[src/rtl/soft_rst_ctrl.sv]
// soft_rst_ctrl: reset-request controller in the clk_sys domain.
// Accepts a keyed host reset command or a detected PLL lock-loss event,
// drives soft_rst_en into the reset generator for a fixed pulse, then
// follows the generator's rst_n feedback through assert and release
// before a hold-off period. Only one request is in flight at a time.
//
// Ports:
//   clk_sys      in   sole clock
//   rst          in   asynchronous active-high reset
//   cmd_rst_req  in   single-cycle host reset command strobe
//   cmd_rst_key  in   16-bit key, must be 16'hA55A with cmd_rst_req
//   pll_locked   in   PLL lock, asynchronous (2-FF synchronised)
//   rst_n_fb     in   system rst_n feedback, asynchronous (2-FF synchronised)
//   soft_rst_en  out  reset request to the reset generator
//   rst_busy     out  high whenever a request is in progress
//   rst_cause    out  last accepted cause: 01 command, 10 lock loss
//   rst_cnt      out  accepted request count, saturating at 255
//   ack_timeout  out  sticky flag: feedback never went low in time
module soft_rst_ctrl #(
    parameter int unsigned U_DLY         = 1,
    parameter string       SIMULATION    = "FALSE",
    parameter int unsigned PULSE_CYC     = 16,
    parameter int unsigned ACK_TO_CYC    = 65535,
    parameter int unsigned HOLDOFF_CYC   = 1024,
    parameter int unsigned LOCK_LOSS_CYC = 8
) (
    input  logic        clk_sys,
    input  logic        rst,
    input  logic        cmd_rst_req,
    input  logic [15:0] cmd_rst_key,
    input  logic        pll_locked,
    input  logic        rst_n_fb,
    output logic        soft_rst_en,
    output logic        rst_busy,
    output logic [1:0]  rst_cause,
    output logic [7:0]  rst_cnt,
    output logic        ack_timeout
);

    localparam int unsigned CYC_W = 16;
    localparam int unsigned CNT_W = 8;

    // Simulation builds shorten the long waits so tests stay fast
    localparam bit          SIM_MODE   = (SIMULATION == "TRUE");
    localparam int unsigned ACK_TO_EFF = SIM_MODE ? 32'd256 : ACK_TO_CYC;
    localparam int unsigned HOLD_EFF   = SIM_MODE ? 32'd16  : HOLDOFF_CYC;

    // Terminal counts; a zero setting behaves like one cycle
    localparam logic [CYC_W-1:0] PULSE_LAST = CYC_W'((PULSE_CYC  > 0) ? PULSE_CYC  - 1 : 0);
    localparam logic [CYC_W-1:0] ACK_LAST   = CYC_W'((ACK_TO_EFF > 0) ? ACK_TO_EFF - 1 : 0);
    localparam logic [CYC_W-1:0] HOLD_LAST  = CYC_W'((HOLD_EFF   > 0) ? HOLD_EFF   - 1 : 0);
    localparam logic [CNT_W-1:0] LOCK_RUN   = CNT_W'(LOCK_LOSS_CYC);
    localparam logic [CNT_W-1:0] LOCK_LAST  = CNT_W'((LOCK_LOSS_CYC > 0) ? LOCK_LOSS_CYC - 1 : 0);

    localparam logic [15:0] CMD_KEY     = 16'hA55A;
    localparam logic [1:0]  CAUSE_CMD   = 2'b01;
    localparam logic [1:0]  CAUSE_LOCK  = 2'b10;
    localparam logic [CNT_W-1:0] CNT_MAX = '1;

    // U_DLY only mattered for delayed assignments in older models; RTL is zero-delay
    if (U_DLY > 0) begin : g_u_dly
    end

    typedef enum logic [2:0] {
        ST_IDLE,
        ST_ASSERT,
        ST_WAIT_ACK,
        ST_WAIT_REL,
        ST_HOLDOFF
    } state_t;

    state_t           state_q, state_d;
    logic [CYC_W-1:0] cyc_q, cyc_d;
    logic             pll_s1_q, pll_s1_d, pll_s2_q, pll_s2_d;
    logic             fb_s1_q, fb_s1_d, fb_s2_q, fb_s2_d;
    logic             armed_q, armed_d;
    logic [CNT_W-1:0] low_cnt_q, low_cnt_d;
    logic             lock_evt_q, lock_evt_d;
    logic             pend_q, pend_d;
    logic             soft_rst_en_q, soft_rst_en_d;
    logic             rst_busy_q, rst_busy_d;
    logic [1:0]       rst_cause_q, rst_cause_d;
    logic [CNT_W-1:0] rst_cnt_q, rst_cnt_d;
    logic             ack_timeout_q, ack_timeout_d;
    logic             cmd_ok_c;

    // Synchronisers and lock-loss detector
    always_comb begin
        pll_s1_d   = pll_locked;
        pll_s2_d   = pll_s1_q;
        fb_s1_d    = rst_n_fb;
        fb_s2_d    = fb_s1_q;
        armed_d    = armed_q | pll_s2_q;
        low_cnt_d  = low_cnt_q;
        lock_evt_d = 1'b0;
        if (pll_s2_q) begin
            low_cnt_d = '0;
        end else if (armed_q && (low_cnt_q != LOCK_RUN)) begin
            // Counter parks at LOCK_RUN so a long low run fires only once
            low_cnt_d  = low_cnt_q + CNT_W'(1);
            lock_evt_d = (low_cnt_q == LOCK_LAST);
        end
    end

    assign cmd_ok_c = cmd_rst_req && (cmd_rst_key == CMD_KEY);

    // Request sequencer: next state and registered output values
    always_comb begin
        state_d       = state_q;
        cyc_d         = cyc_q + CYC_W'(1);
        rst_cause_d   = rst_cause_q;
        rst_cnt_d     = rst_cnt_q;
        ack_timeout_d = ack_timeout_q;
        // A lock loss outside IDLE is remembered once and serviced later
        pend_d        = pend_q | (lock_evt_q && (state_q != ST_IDLE));

        unique case (state_q)
            ST_IDLE: begin
                if (lock_evt_q || pend_q) begin
                    state_d     = ST_ASSERT;
                    rst_cause_d = CAUSE_LOCK;
                    pend_d      = 1'b0;
                    if (rst_cnt_q != CNT_MAX) rst_cnt_d = rst_cnt_q + CNT_W'(1);
                end else if (cmd_ok_c) begin
                    state_d       = ST_ASSERT;
                    rst_cause_d   = CAUSE_CMD;
                    ack_timeout_d = 1'b0;
                    if (rst_cnt_q != CNT_MAX) rst_cnt_d = rst_cnt_q + CNT_W'(1);
                end
            end
            ST_ASSERT: begin
                if (cyc_q == PULSE_LAST) state_d = ST_WAIT_ACK;
            end
            ST_WAIT_ACK: begin
                if (!fb_s2_q) begin
                    state_d = ST_WAIT_REL;
                end else if (cyc_q == ACK_LAST) begin
                    state_d       = ST_HOLDOFF;
                    ack_timeout_d = 1'b1;
                end
            end
            ST_WAIT_REL: begin
                if (fb_s2_q) state_d = ST_HOLDOFF;
            end
            ST_HOLDOFF: begin
                if (cyc_q == HOLD_LAST) state_d = ST_IDLE;
            end
            default: state_d = ST_IDLE;
        endcase

        // Cycle counter restarts on every state entry and idles at zero
        if ((state_d != state_q) || (state_q == ST_IDLE)) cyc_d = '0;

        soft_rst_en_d = (state_d == ST_ASSERT);
        rst_busy_d    = (state_d != ST_IDLE);
    end

    always_ff @(posedge clk_sys or posedge rst) begin
        if (rst) begin
            state_q       <= ST_IDLE;
            cyc_q         <= '0;
            pll_s1_q      <= 1'b0;
            pll_s2_q      <= 1'b0;
            fb_s1_q       <= 1'b0;
            fb_s2_q       <= 1'b0;
            armed_q       <= 1'b0;
            low_cnt_q     <= '0;
            lock_evt_q    <= 1'b0;
            pend_q        <= 1'b0;
            soft_rst_en_q <= 1'b0;
            rst_busy_q    <= 1'b0;
            rst_cause_q   <= 2'b00;
            rst_cnt_q     <= '0;
            ack_timeout_q <= 1'b0;
        end else begin
            state_q       <= state_d;
            cyc_q         <= cyc_d;
            pll_s1_q      <= pll_s1_d;
            pll_s2_q      <= pll_s2_d;
            fb_s1_q       <= fb_s1_d;
            fb_s2_q       <= fb_s2_d;
            armed_q       <= armed_d;
            low_cnt_q     <= low_cnt_d;
            lock_evt_q    <= lock_evt_d;
            pend_q        <= pend_d;
            soft_rst_en_q <= soft_rst_en_d;
            rst_busy_q    <= rst_busy_d;
            rst_cause_q   <= rst_cause_d;
            rst_cnt_q     <= rst_cnt_d;
            ack_timeout_q <= ack_timeout_d;
        end
    end

    assign soft_rst_en = soft_rst_en_q;
    assign rst_busy    = rst_busy_q;
    assign rst_cause   = rst_cause_q;
    assign rst_cnt     = rst_cnt_q;
    assign ack_timeout = ack_timeout_q;

endmodule

[config.mk]
export PLATFORM = sky130hd
export DESIGN_NAME = soft_rst_ctrl
export DESIGN_NICKNAME = d
export VERILOG_FILES = /design/src/rtl/soft_rst_ctrl.sv
export SDC_FILE = /design/constraint.sdc
export NUM_CORES = 1
export LEC_CHECK = 0
export BUFFER_PORTS_ARGS = -buffer_cell sky130_fd_sc_hd__buf_2
export CORE_MARGIN = 2
export CORE_UTILIZATION = 60
export CTS_BUF_LIST = sky130_fd_sc_hd__clkbuf_16
export CTS_CLUSTER_DIAMETER = 30
export CTS_CLUSTER_SIZE = 10
export DETAILED_ROUTE_END_ITERATION = 12
export MAX_ROUTING_LAYER = met4
export PLACE_DENSITY = 0.9
export SYNTH_ARGS = -nofsm -noshare
export SYNTH_HDL_FRONTEND = slang
export SYNTH_SLANG_ARGS = --single-unit
[constraint.sdc]
create_clock -name clk_sys -period 5.1 [get_ports clk_sys]
set_clock_uncertainty 0.15 [all_clocks]
set_input_delay 0.51 -clock clk_sys [delete_from_list [all_inputs] [get_ports clk_sys]]
set_output_delay 0.51 -clock clk_sys [all_outputs]
set_load 0.03 [all_outputs]
==> qor.yml <==
status: "complete, no violations"
critPathSlowestCell: "or2_1"
postCtsSetupRepairBufs: 0
cp.required_ns: 5.09
synth_top_cell_by_area: "dfrtp_1"
postCtsHoldBufs: 0
cp-endpoint: "cyc_q[1]$_DFF_PP0_"
cp-end-kind: "register"
crit_top_cell: "nor3_1"
r2r_slack_ns: 2.91
synth_warnings: 0
dpl-instance-area_um2: 2500
combinationalPowerShare_pct: 17.2
rr_startpoint: "cyc_q[0]$_DFF_PP0_"
worst_pin_slew_ns: 0.9546
fin_crit_ns: 2.193
p_int_mw: 0.6322
first_global_vias: 1755
drc: 0
power_switching_share_pct: 28.70
setup_viol: 0
synth_top_area_share_pct: 50.48
htreeDepth: 2
fmax_mhz: 455.9
synth_xor_area_share_pct: 8.969
die_w_um: 66.31
reg2regPathDepth: 6
diodes: 0
fp.coreArea_um2: 3689
ys_types: 48
crit_path_cell_trace: "ha_1 > and3_1 > nand4_2 > nor3_1 > or2_1 > nor3_1"
syn_area_per_cell_um2: 10.59
critPathLaunchType: "register"
grt_usage_pct: 23.42
postSynth.asyncResetShare_pct: 100.0
vias: 1735
worstPathMaxFanout: 16
power.density_nw_per_um2: 336.7
ir_worst_vdd_v: 0.0001948
switching_power_mw: 0.2545
cts_num_sinks: 47
synth_simple_gate_area_share_pct: 24.49
cts_resized: 0
path_class: "reg -> reg"
nets: 278
syn_to_final_growth_pct: 13.05
critPathBufInv: 0
synth_common_cells: "47 x dfrtp_1, 22 x nor3_1, 15 x xor2_1, 14 x nor2_1, 13 x nand2_1"
synth.area.top_cells: "dfrtp_1 50%, xor2_1 5.6%, nor3_1 4.7%, ha_1 2.7%, xnor2_1 2.6%"
start_util_pct: 63.16
ys_seq_elements: 47
cts_buffers: 5
max_stage_delay_ns: 0.49
power.leakage_nw: 1.171
ys.flop_type: "dfrtp_1"
antenna_found_initial: 0
drtPass1Iterations: 5
hold_viol: 0
synth_mux_area_share_pct: 1.557
hp-class: "in -> reg"
drt_iter0_drc: 110
power_frac_seq_pct: 48.6
cts_buffer_depth: 2
setup_tns_ns: 0
netlist_area_um2: 2330
cap_violations: 0
stdcell_area_um2: 2634
period_share_pct: 43.01
synth_top_family_by_area: "simple AND/OR/NAND/NOR gates"
clk_latency_ns: 0.28
seq_area_frac_synth_pct: 50.48
ios: 34
fin_util_pct: 71.40
routedWlPerCell_um: 14.86
timing.hold.ws_ns: 0.1830
die_area_um2: 4397
hpwl_mm: 3.039
fp.dieH_um: 66.31
grt_max_degree: 48
cts-root-buf: "clkbuf_16"
antenna_left: 0
critPathLaunch: "cyc_q[0]$_DFF_PP0_"
pwr-share-clk_pct: 34.3
synth.most_common_cell: "dfrtp_1"
rows: 22
grt_first_pass_wirelength_mm: 7.541
routabilityCongestion: 0.8255
rsz0062_at_grt: "false"
syn_inst: 220
syn_nets: 246
synth_edf_count: 0
cp.arrival_ns: 2.18
wirelength_mm: 4.458
portBuffers: 33
worst-path-stages: 6
viasPerCell: 5.783
drv_slew: 0
slew_headroom_pct: 36.27
drive_above_1_share_pct: 21.83
cpLargestDelayFamily: "simple AND/OR/NAND/NOR gates"
synth_compound_area_share_pct: 8.163
hp-start: "rst_n_fb"
path_clk_slew_ns: 0.06
grt_remaining_overflow: 0
tritoncts: "done"
synthAdderAreaFrac_pct: 2.685
reg2reg_to: "cyc_q[1]$_DFF_PP0_"
[power by group through the flow]
stage,combinational (mW),sequential [mW],clock (mW)
2_1_floorplan,0.0960,0.453,0
3_3_place_gp,0.148,0.435,0
3_5_place_dp,0.152,0.438,0
4_1_cts,0.154,0.431,0.305
5_1_grt,0.168,0.435,0.325
6_report,0.152,0.431,0.304
[cell usage in the layout, fill, tap and decap left out, types with 4 or more instances in the layout]
cell type,netlist,final
dfrtp_1,47,47
buf_2,2,33
nor3_1,22,22
xor2_1,15,15
nor2_1,14,14
nand2_1,13,13
nand3_1,10,10
nand4_1,8,8
o21ai_0,7,7
inv_1,8,7
xnor2_1,7,7
a21oi_1,7,7
ha_1,5,5
clkbuf_16,0,5
nor4_1,4,4
[how the worst min path moves through the flow]
stage,to,depth (start not counted),slack [ns]
2_1_floorplan,fb_s2_q$_DFF_PP0_,0,0.18
3_3_place_gp,pll_s2_q$_DFF_PP0_,0,0.18
3_5_place_dp,fb_s2_q$_DFF_PP0_,0,0.19
4_1_cts,fb_s1_q$_DFF_PP0_,1,0.18
5_1_grt,pll_s1_q$_DFF_PP0_,1,0.18
6_report,fb_s1_q$_DFF_PP0_,1,0.18
[per-layer routing]
| layer | wire, um | GRT usage [%] | up-vias |
|---|---|---|---|
| met5 | 0 | - | - |
| met3 | 120 | 5.622 | 5 |
| met4 | 57 | 8.163 | 0 |
| met2 | 2349 | 39.63 | 26 |
| li1 | - | - | 845 |
| met1 | 1930 | 27.30 | 859 |
[worst register-to-register path: cells and delay by family, from the launching register on]
family | cells | cell delay, ns
adders and majority gates | 1 | 0.22
DFF | 1 | 0.41
and+or+nand+nor | 5 | 1.28
[logic make-up (layout without fill, tap and decap cells)]
| kind of cell | after synthesis | after routing |
|---|---|---|
| AOI/OAI and AO/OA | 27 | 27 |
| buffers and inverters | 16 | 48 |
| and+or+nand+nor | 99 | 99 |
| adders and majority gates | 5 | 5 |
| DFF | 47 | 47 |
| xor gates and xnor gates | 23 | 23 |
| muxes | 3 | 3 |
[flip-flops by register name, summed over array words and instances (netlist names), 2 cells and up]
signal / count
cyc_q: 16
low_cnt_q: 8
rst_cnt: 8
state_q: 3
rst_cause: 2
[cell type report]
class / instances / area [um2]
Multi-Input combinational cell: 157 / 1069
Clock buffer: 5 / 125.1
Inverter: 8 / 30.03
Fill cell: 270 / 1055
Tap cell: 48 / 60.06
Timing Repair Buffer: 33 / 165.2
Sequential cell: 47 / 1176
Clock inverter: 2 / 8.758
[stage by stage]
step                power, mW  std cells  worst slack [ns]
floorplan              0.5494        220             3.089
global placement       0.5833        293             2.855
detailed placement     0.5900        293             2.825
CTS                    0.8894        300             2.919
global route           0.9282        300             2.714
finish                 0.8867        300             2.907
Note: power is estimated with default switching activity, not from simulation.
